[config.mk]
export PLATFORM = sky130hd
export DESIGN_NAME = serialparalelo_idl_flat
export DESIGN_NICKNAME = d
export VERILOG_FILES = /design/src/rtl/serialparalelo_idl_if.sv /design/src/rtl/serialparalelo_idl.sv /design/src/flat_wrapper.sv
export SDC_FILE = /design/constraint.sdc
export NUM_CORES = 1
export LEC_CHECK = 0
export BUFFER_PORTS_ARGS = -buffer_cell sky130_fd_sc_hd__buf_2
export CAP_MARGIN = 20
export CELL_PAD_IN_SITES_DETAIL_PLACEMENT = 0
export CELL_PAD_IN_SITES_GLOBAL_PLACEMENT = 2
export CORE_MARGIN = 4
export CORE_UTILIZATION = 41
export CTS_CLUSTER_DIAMETER = 200
export DETAILED_ROUTE_END_ITERATION = 7
export PLACE_DENSITY = 0.85
export SYNTH_ARGS = -nofsm -noshare
export SYNTH_HDL_FRONTEND = slang
export SYNTH_SLANG_ARGS = --single-unit
[constraint.sdc]
create_clock -name clk_32f -period 4.9 [get_ports clk_32f]
set_clock_uncertainty 0.15 [all_clocks]
set_input_delay 0.98 -clock clk_32f [delete_from_list [all_inputs] [get_ports clk_32f]]
set_output_delay 0.98 -clock clk_32f [all_outputs]
set_load 0.01 [all_outputs]
[src/rtl/serialparalelo_idl_if.sv]
// Serial receive bus for the IDL serial-to-parallel converter.
// slave: converter side (consumes the serial bit, drives the recovered byte stream).
// master: upstream/observer side.
interface serialparalelo_idl_if;
  logic       data_in;
  logic [7:0] data_out;
  logic       valid_out;
  logic       active;
  logic       IDL;

  modport master (
    output data_in,
    input  data_out,
    input  valid_out,
    input  active,
    input  IDL
  );

  modport slave (
    input  data_in,
    output data_out,
    output valid_out,
    output active,
    output IDL
  );
endinterface

[src/rtl/serialparalelo_idl.sv]
// Receive-side serial-to-parallel converter on the clk_32f domain.
// Finds byte boundaries from the comma symbol, goes active after BC_COUNT
// consecutive aligned commas, then delivers bytes with a one-cycle strobe
// and flags idle symbols on IDL.
// Optional feature macro: SP_IDL_FILTER_EN -- when defined, idle symbols
// raise IDL only and are not strobed onto data_out.
module serialparalelo_idl #(
  parameter logic [7:0]  COMMA    = 8'hBC,
  parameter logic [7:0]  IDL_CODE = 8'h7C,
  parameter int unsigned BC_COUNT = 4
) (
  input logic                 clk_32f,
  input logic                 reset,
  serialparalelo_idl_if.slave bus
);

  typedef enum logic [1:0] {
    SEARCH,
    ALIGN,
    ACTIVE
  } state_t;

  state_t     state, state_n;
  // Only the seven newest bits of the previous window survive into the next
  // window, so the oldest shift-register bit is never stored.
  logic [6:0] sr, sr_n;
  logic [2:0] bc_cnt, bc_n;
  logic [3:0] k_cnt, k_n;
  logic [7:0] data_r, data_n;
  logic       valid_r, valid_n;
  logic       active_r, active_n;
  logic       idl_r, idl_n;

  logic [7:0] w;
  logic       byte_done;
  logic [3:0] k_inc;

  assign w         = {sr, bus.data_in};
  assign byte_done = (bc_cnt == 3'd7);
  assign k_inc     = k_cnt + 4'd1;

  // State and datapath registers, cleared asynchronously by reset.
  always_ff @(posedge clk_32f or posedge reset) begin
    if (reset) begin
      state    <= SEARCH;
      sr       <= '0;
      bc_cnt   <= '0;
      k_cnt    <= '0;
      data_r   <= '0;
      valid_r  <= 1'b0;
      active_r <= 1'b0;
      idl_r    <= 1'b0;
    end else begin
      state    <= state_n;
      sr       <= sr_n;
      bc_cnt   <= bc_n;
      k_cnt    <= k_n;
      data_r   <= data_n;
      valid_r  <= valid_n;
      active_r <= active_n;
      idl_r    <= idl_n;
    end
  end

  // Next-state: comma search, alignment counting and byte classification.
  always_comb begin
    state_n  = state;
    sr_n     = w[6:0];
    bc_n     = bc_cnt;
    k_n      = k_cnt;
    data_n   = data_r;
    valid_n  = 1'b0;
    active_n = active_r;
    idl_n    = idl_r;

    case (state)
      SEARCH: begin
        if (w == COMMA) begin
          bc_n = '0;
          k_n  = 4'd1;
          if (BC_COUNT == 1) begin
            state_n  = ACTIVE;
            active_n = 1'b1;
          end else begin
            state_n = ALIGN;
          end
        end
      end

      ALIGN: begin
        bc_n = bc_cnt + 3'd1;
        if (byte_done) begin
          if (w == COMMA) begin
            k_n = k_inc;
            if (k_inc == 4'(BC_COUNT)) begin
              state_n  = ACTIVE;
              active_n = 1'b1;
            end
          end else begin
            k_n     = '0;
            state_n = SEARCH;
          end
        end
      end

      ACTIVE: begin
        bc_n = bc_cnt + 3'd1;
        if (byte_done) begin
          if (w == COMMA) begin
            idl_n = 1'b0;
          end else if (w == IDL_CODE) begin
            idl_n = 1'b1;
`ifndef SP_IDL_FILTER_EN
            data_n  = w;
            valid_n = 1'b1;
`endif
          end else begin
            data_n  = w;
            valid_n = 1'b1;
            idl_n   = 1'b0;
          end
        end
      end

      default: state_n = SEARCH;
    endcase
  end

  assign bus.data_out  = data_r;
  assign bus.valid_out = valid_r;
  assign bus.active    = active_r;
  assign bus.IDL       = idl_r;

endmodule

[src/flat_wrapper.sv]
// flat-port wrapper written by rule: the top's interface ports become plain ports
module serialparalelo_idl_flat 
#(
  parameter logic [7:0]  COMMA    = 8'hBC,
  parameter logic [7:0]  IDL_CODE = 8'h7C,
  parameter int unsigned BC_COUNT = 4
)
  (clk_32f, reset, bus_data_in, bus_data_out, bus_valid_out, bus_active, bus_IDL);
  serialparalelo_idl_if bus_i ();
  input logic clk_32f;
  input logic reset;
  input wire logic [$bits(bus_i.data_in)-1:0] bus_data_in;
  output wire logic [$bits(bus_i.data_out)-1:0] bus_data_out;
  output wire logic [$bits(bus_i.valid_out)-1:0] bus_valid_out;
  output wire logic [$bits(bus_i.active)-1:0] bus_active;
  output wire logic [$bits(bus_i.IDL)-1:0] bus_IDL;
  assign bus_i.data_in = bus_data_in;
  assign bus_data_out = bus_i.data_out;
  assign bus_valid_out = bus_i.valid_out;
  assign bus_active = bus_i.active;
  assign bus_IDL = bus_i.IDL;
  serialparalelo_idl #(.COMMA(COMMA), .IDL_CODE(IDL_CODE), .BC_COUNT(BC_COUNT)) u_core (.clk_32f(clk_32f), .reset(reset), .bus(bus_i));
endmodule
==> results by group, run 1 <==
Setup path
  • Largest delay share family, worst path: flip-flops
  • Crit path arrival time: 0.86 ns
  • Crit Path Max Fanout: 2
  • Worst-path cell chain: buf_2
  • Startpoint types: flip-flop
  • Max incr delay on CP: 0.41 ns
  • CP max stage cell: dfrtp_1
  • CP Data Required Time: 3.77 ns
  • CP Capture Type: output pin
  • Buf+Inv Stages, Crit Path: 1
  • Setup Crit Path Kind: flip-flop to output pin

Synth
  • Synth cell types: 33
  • Synthesized area: 1225 sq um
  • Avg Synthesized Cell Area: 12.89 sq um
  • Top cell type by total area after synthesis: dfrtp_1
  • Ys Warns: 0
  • Seq/Total Area, Yosys: 55.16%
  • Post-Syn Nets: 104
  • #FFs+latches synth: 27
  • Post-synth top area share: 55.16%
  • Syn Inst Count: 95
  • Top cells by area, synth: dfrtp_1 55%, mux2_2 8.3%, ha_1 6.1%

STA
  • Post-layout min period: 1.993 ns
  • Hold Worst Slack: 0.2946 ns
  • Final Cycle Share: 40.68%
  • Setup TNS: 0 ns
  • Max-slew violations: 0
  • RSZ-0062 raised after global routing: false
  • Fmax: 0.5017 GHz
  • # setup viols final: 0
  • Final Hold Viols: 0
  • Slew HR: 69.98%
  • Tightest Pin Transition: 0.4498 ns

GRT
  • Largest net degree at the start of global routing: 28
  • Vias in the first global route: 820
  • Initial antenna violation count: 0
  • Remaining global-route overflow: 0
  • Total GRT Usage: 11.97%
  • First-pass GRT wire length: 3.843 mm

Routing
  • Via Count: 773
  • Met2 wire len: 972 um
  • Routed wire length: 2.034 mm
  • Max layer used: met4
  • Initial drt markers: 14
  • Drt first pass iters: 4
  • Met1 wire length: 994 um
  • Final ANT Viol Nets: 0
  • Routed len/inst: 14.22 um
  • Vias/cell: 5.406
  • Met3 WL: 48 um
  • Remaining DRCs: 0

Outcome
  • Status: completed

CTS
  • Clock slew at reported path FFs: 0.14 ns
  • Cts repair resizes: 0
  • CTS tree: yes
  • Worst-skew pair later-pin latency: 0.32 ns
  • Worst-case clock buffer depth: 2
  • Clk root buf: clkbuf_4
  • CTS Buf Count: 3
  • Postcts setup bufs: 0
  • H-tree depth: 1
  • Hold buffers post-CTS: 0
  • Total clock sinks: 27

Cells and area
  • Most common cell after layout, fill and taps aside: dfrtp_1
  • Commonest non-fill, non-tap cells in the layout: 27 x dfrtp_1, 13 x buf_2, 9 x mux2_2, 6 x inv_1, 6 x ha_1
  • Finished Layout Cells: 143
  • Ant diodes: 0
  • Synthesis-to-finish area growth: 12.56%
  • NumNets Final: 122
  • Post-layout util: 49.15%
  • Fraction of layout cells with a size suffix above 1: 28.57%

Floorplan
  • I/O pins: 14
  • Chip width: 62.66 um
  • Core Footprint: 2805 sq um
  • Initial Util: 43.67%
  • Row cnt: 19
  • Die Span Y: 62.66 um
  • Full die area: 3926 sq um

Placement
  • Placed insts: 138
  • PortBufs: 13
  • HPWL Detailed: 1.544 mm
  • GPL Wtd Cong: 0.7982

Pwr
  • Maximum VDD drop: 0.0001529 V
  • P per Cell Area: 252.5 nW/um^2
  • Leak: 0.6374 nW
  • Power, Total: 0.3481 mW

Worst hold path
  • Type of the tightest min-delay check: flip-flop to flip-flop

Run
  • Max cap viols: 0
==> area by class of cell <==
class | instances | area, sq um
Fill cell | 264 | 1426
Sequential cell | 27 | 675.6
Multi-Input combinational cell | 61 | 521.8
Timing Repair Buffer | 14 | 92.59
Tap cell | 31 | 38.79
Clock buffer | 3 | 22.52
Inverter | 6 | 22.52
Clock inverter | 1 | 5.005
==> where the power goes <==
group	leakage, nW	total (mW)	internal [mW]	switching [mW]
sequential	0.328	0.235	0.229	0.00548
clock	0.0177	0.0936	0.0305	0.0631
combinational	0.292	0.0198	0.00988	0.00992
total	0.637	0.348	0.270	0.0785
==> synthesized netlist by cell type <==
cell	instances
inv_1	6
nor2_4	1
nand3_1	2
dfrtp_1	27
or2_1	1
o41ai_1	1
nand2b_1	4
o2bb2ai_1	1
nand4b_4	1
a22o_1	4
and2_1	1
nor3_1	2
o21ai_0	3
o22ai_1	1
nor2_1	2
buf_2	1
nand4_1	1
a221o_1	1
and3_1	2
a21oi_1	3
o21ai_2	2
mux2_2	9
a311o_1	1
ha_1	6
or3_1	1
o211a_1	1
nor2b_1	1
o31ai_1	2
a211o_1	1
nand2_1	3
a31oi_1	1
nor4b_1	1
nand4bb_4	1
==> flip-flops by register name (all words and copies together) (netlist names) <==
register / flops
u_core.bc_cnt: 3
u_core.bus.IDL: 1
u_core.bus.active: 1
u_core.bus.data_out: 8
u_core.bus.valid_out: 1
u_core.k_cnt: 4
u_core.sr: 7
u_core.state: 2
==> worst paths after layout <==
check | from | end | slack (ns) | cells past startpoint
max reg2reg | u_core.bc_cnt[0] | u_core.bus.data_out[4] | 3.07 | 5
min | u_core.sr[0] | u_core.sr[1] | 0.29 | 0
max | u_core.bus.data_out[4] | bus_data_out[4] | 2.91 | 1
min reg2reg | u_core.sr[0] | u_core.sr[1] | 0.29 | 0
max in group asynchronous | reset | u_core.sr[5] | 3.68 | 3
min in group asynchronous | reset | u_core.k_cnt[3] | 0.49 | 2
==> layer usage <==
| metal | track usage, % | vias to the layer above |
|---|---|---|
| li1 | - | 382 |
| met1 | 16.15 | 381 |
| met2 | 19.71 | 8 |
| met3 | 1.619 | 2 |
| met4 | 4.132 | 0 |
| met5 | 0 | - |
==> stage by stage <==
stage	setup slack, ns	area (sq um)
after global placement	2.595	1324
final	2.907	1379
after CTS	2.886	1351
after floorplan	2.804	1225
after global routing	2.844	1379
after detailed placement	2.565	1324
==> cells by family after synthesis <==
family                   share of synthesized area [%]
flip-flops                                       55.16
AND/OR/NAND/NOR                                  14.61
buffers and inverters                            2.247
multiplexers                                     8.274
AO/OA/AOI/OAI                                    13.59
adder cells (fa/ha/maj)                          6.129
Power figures use the tool's default switching activity.
==> run 2: changes to the inputs <==
--- a/config.mk
+++ b/config.mk
@@ -5,15 +5,16 @@
 export SDC_FILE = /design/constraint.sdc
 export NUM_CORES = 1
 export LEC_CHECK = 0
+export ABC_AREA = 1
 export BUFFER_PORTS_ARGS = -buffer_cell sky130_fd_sc_hd__buf_2
 export CAP_MARGIN = 20
 export CELL_PAD_IN_SITES_DETAIL_PLACEMENT = 0
 export CELL_PAD_IN_SITES_GLOBAL_PLACEMENT = 2
 export CORE_MARGIN = 4
-export CORE_UTILIZATION = 41
+export CORE_UTILIZATION = 35
 export CTS_CLUSTER_DIAMETER = 200
 export DETAILED_ROUTE_END_ITERATION = 7
-export PLACE_DENSITY = 0.85
+export PLACE_DENSITY = 0.8
 export SYNTH_ARGS = -nofsm -noshare
 export SYNTH_HDL_FRONTEND = slang
 export SYNTH_SLANG_ARGS = --single-unit
==> constraint.sdc (replaced) <==
create_clock -name clk_32f -period 1.88 [get_ports clk_32f]
set_clock_uncertainty 0.15 [all_clocks]
set_input_delay 0.376 -clock clk_32f [delete_from_list [all_inputs] [get_ports clk_32f]]
set_output_delay 0.376 -clock clk_32f [all_outputs]
set_load 0.01 [all_outputs]
==> run 2 against run 1 <==
Compared with the run above: setup slack lost 2.8 ns; first-iteration DRC count grew to 3.3 times the previous value; sequential cell count did not move; utilization fell by 6.9 points; critical path depth is 9 higher; combinational power rose to 18 times the previous value; critical endpoint is now u_core.state[1]; largest cell class unchanged; highest routed layer unchanged.
==> results by group, run 2 <==
Placement
  • HPWL Detailed: 1.625 mm (was 1.544 mm)
  • Placed insts: 187 (was 138)
  • Placement-stage cell area: 1346 sq um (was 1324 sq um)
  • PortBufs: 13 (unchanged)
  • GPL Wtd Cong: 0.7361 (was 0.7982)
  • Worst slack, placed: 0.2192 ns (was 2.565 ns)

STA
  • RSZ-0062 raised after global routing: false (unchanged)
  • Post-layout min period: 1.752 ns
  • Setup WS post-layout: 0.1283 ns (was 2.907 ns)
  • Max-slew violations: 0 (unchanged)
  • Setup TNS: 0 ns (unchanged)
  • Final Hold Viols: 0 (unchanged)
  • Tightest Pin Transition: 0.3326 ns (was 0.4498 ns)
  • Fmax: 0.5709 GHz
  • Final Cycle Share: 93.18%
  • Slew HR: 77.83% (was 69.98%)
  • # setup viols final: 0 (unchanged)

GRT
  • Total GRT Usage: 11.43% (was 11.97%)
  • Largest net degree at the start of global routing: 28 (unchanged)
  • Initial antenna violation count: 0 (unchanged)
  • Vias in the first global route: 926 (was 820)
  • First-pass GRT wire length: 3.864 mm (was 3.843 mm)
  • Remaining global-route overflow: 0 (unchanged)

Synth
  • Post-Syn Nets: 135 (was 104)
  • Count leader, synth: nand2_1 (was dfrtp_1)
  • Synthesized area: 1212 sq um (was 1225 sq um)
  • Seq/Total Area, Yosys: 55.73% (was 55.16%)
  • Post-synth top area share: 55.73% (was 55.16%)
  • Main synth FF type: dfrtp_1 (unchanged)
  • Top cells by area, synth: dfrtp_1 56%, nand2_1 12%, ha_1 6.2% (was dfrtp_1 55%, mux2_2 8.3%, ha_1 6.1%)
  • #FFs+latches synth: 27 (unchanged)
  • Ys async rst share: 100.0% (unchanged)
  • Synth cell types: 22 (was 33)
  • Top cell type by total area after synthesis: dfrtp_1 (unchanged)
  • Post-synth top cells: 39 x nand2_1, 27 x dfrtp_1, 13 x inv_1 (was 27 x dfrtp_1, 9 x mux2_2, 6 x ha_1, 6 x inv_1)
  • Number of synthesized flops with an enable pin: 0 (unchanged)
  • Ys Warns: 0 (unchanged)
  • Syn Inst Count: 126 (was 95)
  • Avg Synthesized Cell Area: 9.622 sq um (was 12.89 sq um)

Cells and area
  • Ant diodes: 0 (unchanged)
  • NumNets Final: 157 (was 122)
  • Most common cell after layout, fill and taps aside: nand2_1 (was dfrtp_1)
  • Fillers: 349 (was 264)
  • Finished Layout Cells: 193 (was 143)
  • Synthesis-to-finish area growth: 16.41% (was 12.56%)
  • Commonest non-fill, non-tap cells in the layout: 38 x nand2_1, 27 x dfrtp_1, 13 x buf_2, 12 x inv_1, 7 x nand3_1 (was 27 x dfrtp_1, 13 x buf_2, 9 x mux2_2, 6 x inv_1, 6 x ha_1)
  • Fraction of layout cells with a size suffix above 1: 20.41% (was 28.57%)
  • Max reg flops: 8 (unchanged)
  • Fin area: 1411 sq um (was 1379 sq um)

Run
  • Max cap viols: 0 (unchanged)

Floorplan
  • I/O pins: 14 (unchanged)
  • Row cnt: 21 (was 19)
  • Full die area: 4470 sq um (was 3926 sq um)
  • Initial Util: 36.33% (was 43.67%)
  • Core Footprint: 3337 sq um (was 2805 sq um)
  • Chip width: 66.86 um (was 62.66 um)
  • Die Span Y: 66.86 um (was 62.66 um)

CTS
  • CTS tree: yes (unchanged)
  • Clk root buf: clkbuf_4 (unchanged)
  • Clock slew at reported path FFs: 0.15 ns (was 0.14 ns)
  • Worst-case clock buffer depth: 2 (unchanged)
  • Total clock sinks: 27 (unchanged)
  • H-tree depth: 1 (unchanged)
  • Postcts setup bufs: 0 (unchanged)
  • Worst-skew pair later-pin latency: 0.32 ns (about the same)
  • CTS Buf Count: 3 (unchanged)

Routing
  • Initial drt markers: 46 (was 14)
  • Remaining DRCs: 0 (unchanged)
  • Vias/cell: 4.409 (was 5.406)
  • Routed len/inst: 10.77 um (was 14.22 um)
  • Final ANT Viol Nets: 0 (unchanged)
  • Routed wire length: 2.079 mm (was 2.034 mm)
  • Via Count: 851 (was 773)
  • Drt first pass iters: 4 (unchanged)

Setup path
  • CP max stage cell: dlygate4sd3_1 (was dfrtp_1)
  • Worst-path cell chain: dlygate4sd3_1, buf_2, inv_2, nand2_2, nor2_4, nand2_4, nand2_4, nand3_1, o21bai_1, nand2_1 (was buf_2)
  • CP Capture Type: flip-flop (was output pin)
  • Max incr delay on CP: 0.52 ns (was 0.41 ns)
  • Setup Crit Path Kind: input pin to flip-flop (was flip-flop to output pin)
  • Most frequent CP cell: nand2_4
  • Startpoint types: input pin (was flip-flop)
  • CP Data Required Time: 1.95 ns (was 3.77 ns)
  • Crit path arrival time: 1.82 ns (was 0.86 ns)
  • Crit Path Max Fanout: 5 (was 2)

Outcome
  • Status: completed (unchanged)

Pwr
  • Maximum VDD drop: 0.0004820 V (was 0.0001529 V)
  • Leak: 0.7718 nW (was 0.6374 nW)
  • P per Cell Area: 916.8 nW/um^2 (was 252.5 nW/um^2)
  • Power, Total: 1.294 mW (was 0.3481 mW)

Worst hold path
  • Type of the tightest min-delay check: flip-flop to flip-flop (unchanged)
==> run 2: cell types whose count changed after synthesis, sizes merged, moves of 3 or more <==
cell / previous run / this run
inv: 6 / 15
mux2: 9 / 0
nor2: 3 / 7
nand3: 2 / 8
nand2b: 4 / 0
nand2: 3 / 41
a22o: 4 / 0
o21ai: 5 / 8
==> run 2: critical path: cells and delay by family <==
| kind | cells | cell delay, ns |
|---|---|---|
| buf+inv | 3 | 0.70 |
| simple gates | 6 | 0.59 |
| compound gates | 1 | 0.15 |
==> run 2: metrics by stage <==
step | hold slack (ns) | util, %
after floorplan | 0.2037 | -
after global placement | 0.2121 | 40.35
after detailed placement | 0.2111 | 40.35
after CTS | 0.2453 | 41.84
after global routing | 0.2604 | 42.29
final | 0.2437 | 42.29
==> run 2: power breakdown <==
| group | total (mW) | internal (mW) | leakage (nW) | switching, mW |
|---|---|---|---|---|
| combinational | 0.361 | 0.140 | 0.403 | 0.220 |
| clock | 0.254 | 0.0812 | 0.0139 | 0.172 |
| sequential | 0.680 | 0.639 | 0.355 | 0.0412 |
| total | 1.29 | 0.860 | 0.772 | 0.434 |
==> run 2: final cells by class <==
cell class                      count  area, sq um  share of cell area [%]
Inverter                           15        56.30                   3.989
Timing Repair Buffer               18        107.6                   7.624
Clock inverter                      1        7.507                  0.5319
Clock buffer                        3        22.52                   1.596
Tap cell                           46        57.56                   4.078
Multi-Input combinational cell     83        484.2                   34.31
Sequential cell                    27        675.6                   47.87
==> run 2: logic make-up (layout without fill, tap and decap cells) <==
group | after synthesis | in the layout | synth area share [%]
adder cells (fa/ha/maj) | 6 | 6 | 6.192
buffers and inverters | 16 | 37 | 5.573
AND/OR/NAND/NOR | 61 | 61 | 23.22
XOR/XNOR | 2 | 2 | 1.445
AO/OA/AOI/OAI | 14 | 14 | 7.842
flip-flops | 27 | 27 | 55.73
==> run 2: worst paths after layout <==
| check | cells past startpoint | slack, ns | endpoint | startpoint |
|---|---|---|---|---|
| setup / recovery | 10 | 0.13 | u_core.state[1] | bus_data_in |
| hold / removal | 0 | 0.24 | u_core.sr[1] | u_core.sr[0] |
| setup reg to reg | 7 | 0.16 | u_core.k_cnt[1] | u_core.bc_cnt[0] |
| hold reg to reg | 0 | 0.24 | u_core.sr[1] | u_core.sr[0] |
| max in group asynchronous | 4 | 0.85 | u_core.bus.IDL | reset |
| min in group asynchronous | 4 | 0.48 | u_core.bus.data_out[4] | reset |
==> run 2: timing repair <==
action,CTS,global route
gates resized for setup,0,4
setup endpoints to repair,0,6
endpoints found under the hold margin,28,0
hold buffers,2,0
==> run 2: metal layers <==
metal	wire length (um)	vias to the layer above	track usage [%]
li1	-	445	-
met5	0	-	0
met3	75	2	2.024
met2	964	10	18.44
met4	14	0	4.557
met1	1024	394	15.11
==> run 3: changes to the inputs <==
--- a/config.mk
+++ b/config.mk
@@ -12,7 +12,8 @@
 export CELL_PAD_IN_SITES_GLOBAL_PLACEMENT = 2
 export CORE_MARGIN = 4
 export CORE_UTILIZATION = 35
-export CTS_CLUSTER_DIAMETER = 200
+export CTS_BUF_LIST = sky130_fd_sc_hd__clkbuf_8 sky130_fd_sc_hd__clkbuf_16
+export CTS_CLUSTER_DIAMETER = 150
 export DETAILED_ROUTE_END_ITERATION = 7
 export PLACE_DENSITY = 0.8
 export SYNTH_ARGS = -nofsm -noshare
==> run 3 against run 2 <==
Compared with the run above: setup slack better by 0.077 ns; clock power up 31%; design area down 1.2%; worst hold slack worse by 0.25 ns; final cell count down 1.0%; the flow now finishes with violations (hold timing).
==> results by group, run 3 (same netlist as run 2, synthesis figures left out) <==
Outcome
  • Failing checks: hold timing
  • Status: finished, violations left (was completed)

GRT
  • Initial antenna violation count: 0 (unchanged)
  • Remaining global-route overflow: 0 (unchanged)
  • Largest net degree at the start of global routing: 28 (unchanged)
  • First-pass GRT wire length: 3.864 mm (unchanged)
  • Vias in the first global route: 921 (was 926)
  • Total GRT Usage: 11.29% (was 11.43%)

Setup path
  • Worst-path cell chain: ha_1, ha_1, or2_1, nand2_1, a21oi_4, nand3_1, nand2_1 (was dlygate4sd3_1, buf_2, inv_2, nand2_2, nor2_4, nand2_4, nand2_4, nand3_1, o21bai_1, nand2_1)
  • Crit Path Max Fanout: 6 (was 5)
  • CP Capture Type: flip-flop (unchanged)
  • CP max stage cell: dfrtp_1 (was dlygate4sd3_1)
  • Crit path arrival time: 1.69 ns (was 1.82 ns)
  • CP Data Required Time: 1.90 ns (was 1.95 ns)
  • Setup Crit Path Kind: flip-flop to flip-flop (was input pin to flip-flop)
  • Startpoint types: flip-flop (was input pin)
  • Max incr delay on CP: 0.41 ns (was 0.52 ns)
  • Reg2reg path depth: 7 (unchanged)

CTS
  • Total clock sinks: 27 (unchanged)
  • Worst-skew pair later-pin latency: 0.27 ns (was 0.32 ns)
  • Worst-case clock buffer depth: 2 (unchanged)
  • Cts repair resizes: 0 (unchanged)
  • CTS tree: yes (unchanged)
  • Postcts setup bufs: 0 (unchanged)
  • Clk root buf: clkbuf_8 (was clkbuf_4)
  • Hold buffers post-CTS: 0 (was 2)
  • H-tree depth: 1 (unchanged)
  • Clock slew at reported path FFs: 0.09 ns (was 0.15 ns)
  • CTS Buf Count: 3 (unchanged)

STA
  • Final Cycle Share: 89.10% (was 93.18%)
  • Post-layout min period: 1.675 ns (was 1.752 ns)
  • Slew HR: 77.95% (was 77.83%)
  • Hold Worst Slack: -0.004865 ns (was 0.2437 ns)
  • Tightest Pin Transition: 0.3307 ns (was 0.3326 ns)
  • Setup WS post-layout: 0.2049 ns (was 0.1283 ns)
  • Setup TNS: 0 ns (unchanged)
  • Fmax: 0.5970 GHz (was 0.5709 GHz)
  • Max-slew violations: 0 (unchanged)
  • RSZ-0062 raised after global routing: false (unchanged)
  • # setup viols final: 0 (unchanged)
  • Final Hold Viols: 27 (was 0)

Floorplan
  • Core Footprint: 3337 sq um (unchanged)
  • Row cnt: 21 (unchanged)
  • Full die area: 4470 sq um (unchanged)
  • Chip width: 66.86 um (unchanged)
  • I/O pins: 14 (unchanged)
  • Die Span Y: 66.86 um (unchanged)
  • Initial Util: 36.33% (unchanged)

Cells and area
  • Fraction of layout cells with a size suffix above 1: 19.31% (was 20.41%)
  • NumNets Final: 155 (was 157)
  • Max reg flops: 8 (unchanged)
  • Fin area: 1395 sq um (was 1411 sq um)
  • Most common cell after layout, fill and taps aside: nand2_1 (unchanged)
  • Ant diodes: 0 (unchanged)
  • Synthesis-to-finish area growth: 15.07% (was 16.41%)
  • Commonest non-fill, non-tap cells in the layout: 39 x nand2_1, 27 x dfrtp_1, 13 x inv_1, 13 x buf_2, 7 x nand3_1 (was 38 x nand2_1, 27 x dfrtp_1, 13 x buf_2, 12 x inv_1, 7 x nand3_1)
  • Post-layout util: 41.81% (was 42.29%)

Placement
  • Worst slack, placed: 0.2192 ns (unchanged)
  • PortBufs: 13 (unchanged)
  • HPWL Detailed: 1.625 mm (unchanged)
  • Placement-stage cell area: 1346 sq um (unchanged)
  • GPL Wtd Cong: 0.7361 (unchanged)

Pwr
  • Leak: 0.7709 nW (was 0.7718 nW)
  • Power, Total: 1.364 mW (was 1.294 mW)
  • Maximum VDD drop: 0.0004808 V (was 0.0004820 V)
  • P per Cell Area: 977.8 nW/um^2 (was 916.8 nW/um^2)

Routing
  • Initial drt markers: 47 (was 46)
  • Drt first pass iters: 4 (unchanged)
  • Routed wire length: 2.087 mm (was 2.079 mm)
  • Via Count: 846 (was 851)
  • Vias/cell: 4.429 (was 4.409)
  • Final ANT Viol Nets: 0 (unchanged)
  • Remaining DRCs: 0 (unchanged)
  • Routed len/inst: 10.93 um (was 10.77 um)

Worst hold path
  • Type of the tightest min-delay check: input pin to asynchronous set/reset pin (was flip-flop to flip-flop)

Run
  • Max cap viols: 0 (unchanged)
==> run 3: changes by cell type in the layout (fill, tap and decap cells not counted) <==
cell | before | now
nand3_2 | 0 | 1
dlygate4sd3_1 | 2 | 0
clkbuf_4 | 3 | 0
inv_1 | 12 | 13
nand2_4 | 2 | 1
nand3_4 | 1 | 0
clkbuf_8 | 0 | 3
nand2_1 | 38 | 39
inv_2 | 3 | 2
==> run 3: worst max-delay path, delay by kind of cell, from the launching register on <==
| family | cells | cell delay (ns) |
|---|---|---|
| DFF | 1 | 0.41 |
| and+or+nand+nor | 4 | 0.53 |
| AOI/OAI and AO/OA | 1 | 0.06 |
| adders and majority gates | 2 | 0.43 |
==> run 3: metal layers <==
layer / track usage, % / vias up / wire (um)
met3: 2.024 / 2 / 99
li1: - / 440 / -
met1: 15.00 / 386 / 1016
met5: 0 / - / 0
met4: 3.797 / 0 / 8
met2: 18.44 / 18 / 963
==> run 3: through the flow <==
| stage | hold slack, ns | instances |
|---|---|---|
| floorplan | 0.2037 | 126 |
| global placement | 0.2121 | 187 |
| detailed placement | 0.2111 | 187 |
| CTS | 0.004559 | 191 |
| global route | 0.02486 | 191 |
| finish | -0.004865 | 191 |
==> run 3: power breakdown <==
part           switching (mW)  internal (mW)  total (mW)
Clock                   0.183          0.150       0.334
Combinational           0.218          0.133       0.351
Sequential             0.0413          0.638       0.680
==> run 3: worst paths after layout <==
kind	start	endpoint	slack [ns]
max	u_core.bc_cnt[0]	u_core.k_cnt[1]	0.20
min	reset	u_core.k_cnt[1]	-0.005
max reg2reg	u_core.bc_cnt[0]	u_core.k_cnt[1]	0.20
min reg2reg	u_core.sr[0]	u_core.sr[1]	0.24
max in group asynchronous	reset	u_core.bus.IDL	1.34
min in group clk_32f	bus_data_in	u_core.sr[0]	0.07
==> run 3: cell type report <==
type / instances / area [sq um]
clock buffer: 3 / 41.29
clock inverter: 1 / 7.507
fill: 353 / 1942
inverter: 15 / 56.30
multi-input combinational: 83 / 469.2
sequential: 27 / 675.6
tap: 46 / 57.56
timing repair buffer: 16 / 87.58
